File: config.mk
export PLATFORM = sky130hd
export DESIGN_NAME = dcache_write_buffer
export DESIGN_NICKNAME = d
export VERILOG_FILES = /design/src/rtl/dcache_write_buffer.sv
export SDC_FILE = /design/constraint.sdc
export NUM_CORES = 1
export LEC_CHECK = 0
export BUFFER_PORTS_ARGS = -buffer_cell sky130_fd_sc_hd__clkbuf_2
export CORE_AREA = 2 2 427 429
export CTS_BUF_LIST = sky130_fd_sc_hd__clkbuf_4 sky130_fd_sc_hd__clkbuf_8
export DETAILED_ROUTE_END_ITERATION = 10
export DIE_AREA = 0 0 429 431
export PLACE_DENSITY = 0.3
export SYNTH_ARGS = -nofsm -noshare
export SYNTH_HDL_FRONTEND = slang
export SYNTH_SLANG_ARGS = --single-unit
File: constraint.sdc
create_clock -name clk -period 2.87 [get_ports clk]
set_input_delay 0.4305 -clock clk [delete_from_list [all_inputs] [get_ports clk]]
set_output_delay 0.4305 -clock clk [all_outputs]
set_load 0.03 [all_outputs]
File: src/rtl/dcache_write_buffer.sv
// Single-entry write buffer between the data cache and the memory arbiter.
// Evicted lines are parked here and drained in the background; reads snoop the parked line.
module dcache_write_buffer #(
  parameter int OFFSET_BITS = 5
) (
  input  logic         clk,
  input  logic         reset_n,
  input  logic [31:0]  c_address,
  input  logic [255:0] c_wdata,
  input  logic         c_read,
  input  logic         c_write,
  output logic [255:0] c_rdata,
  output logic         c_resp,
  output logic [31:0]  m_address,
  output logic [255:0] m_wdata,
  output logic         m_read,
  output logic         m_write,
  input  logic [255:0] m_rdata,
  input  logic         m_resp,
  output logic         buf_valid
);

  localparam int TAG_W = 32 - OFFSET_BITS;

  typedef enum logic [2:0] {
    IDLE   = 3'd0,
    RD_HIT = 3'd1,
    RD_MEM = 3'd2,
    WR_ACK = 3'd3,
    DRAIN  = 3'd4
  } state_t;

  state_t             state_reg;
  logic [TAG_W-1:0]   buf_tag_reg;
  logic [255:0]       buf_data_reg;
  logic               buf_valid_reg;
  logic               line_match;

  assign line_match = buf_valid_reg && (c_address[31:OFFSET_BITS] == buf_tag_reg);
  assign buf_valid  = buf_valid_reg;

  always_ff @(posedge clk or negedge reset_n) begin
    if (!reset_n) begin
      state_reg     <= IDLE;
      buf_tag_reg   <= '0;
      buf_data_reg  <= '0;
      buf_valid_reg <= 1'b0;
    end else begin
      case (state_reg)
        IDLE: begin
          // Reads win over writes; a pending drain only runs when the cache is quiet.
          if (c_read) begin
            state_reg <= line_match ? RD_HIT : RD_MEM;
          end else if (c_write) begin
            if (!buf_valid_reg || line_match) begin
              buf_tag_reg   <= c_address[31:OFFSET_BITS];
              buf_data_reg  <= c_wdata;
              buf_valid_reg <= 1'b1;
              state_reg     <= WR_ACK;
            end else begin
              state_reg <= DRAIN;
            end
          end else if (buf_valid_reg) begin
            state_reg <= DRAIN;
          end
        end
        RD_HIT, WR_ACK: state_reg <= IDLE;
        RD_MEM: begin
          if (m_resp) state_reg <= IDLE;
        end
        DRAIN: begin
          if (m_resp) begin
            buf_valid_reg <= 1'b0;
            state_reg     <= IDLE;
          end
        end
        default: state_reg <= IDLE;
      endcase
    end
  end

  // Outputs decode straight from state; RD_MEM forwards the arbiter response untouched.
  always_comb begin
    c_rdata   = '0;
    c_resp    = 1'b0;
    m_address = '0;
    m_wdata   = '0;
    m_read    = 1'b0;
    m_write   = 1'b0;
    case (state_reg)
      RD_HIT: begin
        c_rdata = buf_data_reg;
        c_resp  = 1'b1;
      end
      RD_MEM: begin
        m_read    = 1'b1;
        m_address = c_address;
        c_rdata   = m_rdata;
        c_resp    = m_resp;
      end
      WR_ACK: c_resp = 1'b1;
      DRAIN: begin
        m_write   = 1'b1;
        m_address = {buf_tag_reg, {OFFSET_BITS{1'b0}}};
        m_wdata   = buf_data_reg;
      end
      default: ;
    endcase
  end

endmodule

# Yosys cells after proc, flatten, opt, wreduce, memory -nomap -nowiden
# Index checks and enable logic that the tools add are counted.
dict set report totals {
  input_bits 549
  word_cells 44
  reg_bits 287
  output_inout_bits 548
}
dict set report classes {
  muxes 18
  bitwise_logic 1
  reduce_logical 10
  n_eq_ne 11
}
# cell count
set ops {}
lappend ops {{$pmux W256 S2} 1}
lappend ops {{$mux W256} 1}
lappend ops {{$pmux W32 S2} 1}
lappend ops {{$eq A27 B27 Y1} 1}
lappend ops {{$mux W3} 5}
lappend ops {{$ne A2 B2 Y1 const B} 4}
lappend ops {{$eq A3 B2 Y1 const B} 2}
lappend ops {{$mux W1} 6}
lappend ops {{$pmux W3 S2} 1}
lappend ops {{$reduce_and A5 Y1} 1}
lappend ops {{$ne A4 B4 Y1 const B} 1}
lappend ops {{$pmux W1 S2} 2}
lappend ops {{$reduce_and A4 Y1} 1}
lappend ops {{$reduce_or A2 Y1} 2}
lappend ops {{$eq A3 B1 Y1 const B} 1}
lappend ops {{$eq A3 B3 Y1 const B} 1}
lappend ops {{$logic_not A3 Y1} 1}
lappend ops {{$mux W2} 1}
lappend ops {{$ne A2 B1 Y1 const B} 1}
lappend ops {{$reduce_and A2 Y1} 1}
lappend ops {{$reduce_bool A2 Y1} 1}
lappend ops {{$logic_and A1 B1 Y1} 1}
lappend ops {{$logic_not A1 Y1} 1}
lappend ops {{$logic_or A1 B1 Y1} 1}
lappend ops {{$not A1 Y1} 1}

# Depth between registers and ports, before layout
dict set report depth {
  ltp_word 7
  depth_mapped 8
}

# Least setup slack after synthesis
# OpenSTA, ideal clock, no wires.
dict set report synth_timing {
  path_type {register to output}
  startpoint {register state_reg[0]}
  endpoint {output port c_rdata[214]}
  path_buffers 3
  t_required_ns 2.440
  path_slack_ns 0.391
  arrival_time_ns 2.049
  stages_incl_launch_ff 6
  cell_sequence {dfrtp_1 nor3b_1 clkbuf_1 clkbuf_1 clkbuf_1 a22o_1}
}
dict set report synth_via {
  elab_chain_cells 2
  elab_cells_between_ends 3
  cone_classes {eq/ne (2); mux (1)}
}
# item line_no
set synth_lines {}
lappend synth_lines {{start, declared} 33} ;# state_t state_reg;
lappend synth_lines {{start signal, assigned} 53} ;# state_reg <= line_match ? RD_HIT : RD_MEM;
lappend synth_lines {{$eq A3 B2 Y1 or $eq A3 B1 Y1 (tied branches)} 90} ;# case (state_reg)
lappend synth_lines {{$pmux W256 S2 (*)} 90}
lappend synth_lines {{end, declared} 12} ;# output logic [255:0] c_rdata,
# Every way passes the cells marked *; elsewhere a longest branch is shown, timed or not.

# Worst setup path after layout
dict set report layout_timing {
  startpoint {register state_reg[2]}
  endpoint {output port c_rdata[48]}
}
# The elaborated chain is that of the path after synthesis.

==> flow_summary.yaml <==
synth:
  ys_warn_count: 0
  yosysTopAreaCellShare_pct: 45.9
  synth_area_leaders: "dfrtp_1 (46%), mux2_1 (19%), a22o_1 (16%)"
  yosysSeqAreaShare_pct: 45.9
  ys_ff_latch: 287
  syn_avg_cell_area_um2: 12.1
  synth_nets: 1844
  yosysUniqueCellTypes: 28
  synth_area_um2: 15700
  yosysTopAreaCell: "dfrtp_1"
  synthCells: 1295
placement:
  place_hpwl_um: 111000
  post-place-cells: 4742
  place_ws_ps: -91.1
  globalplace.congestion: 0.902
  port_buffers: 1096
pwr:
  p_sw_uw: 18400
  power_leakage_uw: 0.0156
  combPwrFrac_pct: 62.9
  pwr-share-seq_pct: 23.1
  swShare_pct: 48.8
  p_int_uw: 19300
  powerDensity_nw_per_um2: 1130
  ir_drop_v: 0.000368
  p_total_uw: 37600
  p_clk_share_pct: 13.9
global_routing:
  grt_max_degree: 71
  grt_pass1_wl_um: 177000
  antenna_found_initial: 39
  grt.overflow.total: 0
  grt_pass1_vias: 18700
  grt.total_usage_pct: 14.2
run:
  maxCapViolations: 0
setup_path:
  r2r_cells: 9
  reg2reg_from: "buf_tag_reg[24]"
  path_buf_inv: 5
  worstPathArrival_ps: 2480
  reg2reg_to: "buf_data_reg[247]"
  r2r_slack_ps: 110
  cp-start-kind: "register"
  cp_cell_sequence: "nor3b_4 > buf_12 > buf_16 > buf_12 > buf_16 > a22o_1 > clkbuf_2"
  worstSetupPathType: "register to output port"
  worst_setup_path_end_kind: "output port"
  slowest_delay_ps: 460
  cp_slowest_cell: "dfrtp_2"
  path_delay_family: "buffers and inverters"
  critPathRequiredTime_ps: 2440
  worstPathMaxFanout: 7
routing:
  postRouteAntennaNets: 0
  routed_wl_um: 140000
  route.detailed.drc: 0
  drt_iter0_drc: 910
  vias_per_cell: 3.40
  drtPass1Iterations: 4
  wl_per_cell_um: 26.7
  num_vias: 17800
floorplanning:
  die_area_um2: 185000
  fp.dieH_um: 431
  rows: 156
  die_w_um: 429
  core_area_um2: 180000
  start_util_pct: 8.69
  io_pins: 1097
finish:
  final_cell_count_no_fill: 5241
  n_fill_cell: 20100
  drive_gt1_share_pct: 52.8
  area_growth_pct: 113
  largest_reg_flops: 256
  finalNetCount: 3367
  finish.utilization_pct: 18.5
timing:
  finalHoldViolCount: 0
  slew_headroom_pct: 62.8
  post-route-period-util_pct: 101
  max_freq_mhz: 344
  rsz0062_at_grt: "yes"
  min_period_ps: 2910
  setup_tns_ps: -219
  worst_pin_slew_ps: 558
  maxSlewViolCount: 0
  worst_slack_ps: -39.6
  clock_skew_ps: 59.0
  finalSetupViolCount: 18
clock_tree:
  clkTransAtPathRegs_ps: 60
  cts_tree: "done"
  cts-root-buf: "clkbuf_8"
  clkLatencyLatePin_ps: 740
  clk_path_buf_depth: 3
  htree_levels: 3
  numClockSinks: 287
  numCtsBuffers: 66
status:
  status: "complete, but fails checks"
  violations: "setup timing"
min_path:
  hold_path.class: "input pin to asynchronous set/reset pin"
routing by layer:
layer / GRT usage (%) / wire, µm
met4: 2.94 / 2810
met1: 16.8 / 56800
met5: 0 / 122
met2: 24.0 / 67400
met3: 5.80 / 13000
power groups by stage:
stage	Sequential, µW	Clock, µW	Combinational [µW]
finish	8700	5250	23700
global route	8980	5690	24800
CTS	8800	5560	21400
detailed placement	8800	0	18100
global placement	8810	0	18200
floorplan	7050	0	10900
cell type report:
class                           count  area [µm²]  share of cell area (%)
Antenna cell                        7        17.5                  0.0526
Clock buffer                      103        1280                    3.84
Clock inverter                     11         124                   0.372
Inverter                            2        7.51                  0.0225
Multi-Input combinational cell    884        8160                    24.5
Sequential cell                   287        7190                    21.6
Tap cell                         2370        2970                    8.91
Timing Repair Buffer             1577       13600                    40.7
worst register-to-register path, cell delays in order (launching register included):
cell	delay, ps
dfrtp_1	400
xnor2_1	250
buf_4	180
nand4_1	150
nor4_4	420
a21oi_2	130
nor2_4	200
buf_12	210
buf_12	270
mux2_2	400
cell families after synthesis:
| family | Yosys count | synth area share [%] |
|---|---|---|
| DFF | 287 | 45.9 |
| and+or+nand+nor | 283 | 11.4 |
| xor gates and xnor gates | 27 | 1.51 |
| buffers and inverters | 124 | 4.71 |
| AOI/OAI and AO/OA | 291 | 16.2 |
| muxes | 283 | 20.4 |
through the flow:
step | hold slack [ps] | cell area (µm²)
after floorplan | 135 | 15700
after global placement | 423 | 25100
after detailed placement | 426 | 25100
after CTS | 160 | 31500
after global routing | 199 | 33300
final | 252 | 33300
Yosys cell counts:
library cell	number
dfrtp_1	287
a22o_1	283
mux2_1	270
and2_1	261
clkbuf_1	85
xnor2_1	27
buf_6	18
mux2_2	13
buf_8	12
nand4_1	7
buf_1	6
a21oi_1	3
nor3b_1	3
inv_1	2
nand2_1	2
nand3_1	2
nor2_1	2
nor3_1	2
a211oi_1	1
a21oi_2	1
a22oi_1	1
a32o_1	1
buf_2	1
nand3b_1	1
nor2_4	1
nor4_1	1
nor4_4	1
o21ai_0	1
cells in the final DEF, fill, tap and decap left out, drive strengths merged, types with 3 or more instances in the layout:
cell type	instances
dlygate4sd3	289
xnor2	27
clkbuf	1023
nand4	7
and2	261
nor2	3
buf	366
a21oi	4
diode	7
nor3b	3
dfrtp	287
clkinvlp	3
a22o	283
inv	5
mux2	283
clkinv	4
worst max path at each step:
stage / start / end / slack [ps] / cells past startpoint
after global placement: c_address[29] / buf_data_reg[133] / -60 / 10
after floorplan: state_reg[0] / c_rdata[214] / 390 / 5
after CTS: state_reg[2] / c_rdata[201] / -210 / 6
after global routing: state_reg[2] / c_rdata[130] / -190 / 7
final: state_reg[2] / c_rdata[48] / -40 / 7
after detailed placement: c_address[29] / buf_data_reg[132] / -90 / 10
what timing repair did:
| action | in CTS | in global routing |
|---|---|---|
| cloned | 22 | 17 |
| endpoints found under the setup margin | 552 | 644 |
| buffers inserted | 27 | 27 |
| hold buffers | 289 | 0 |
| gates resized for setup | 299 | 693 |
| pin swaps | 10 | 40 |
| hold endpoints to repair | 347 | 0 |
Note: power is estimated with default switching activity, not from simulation.
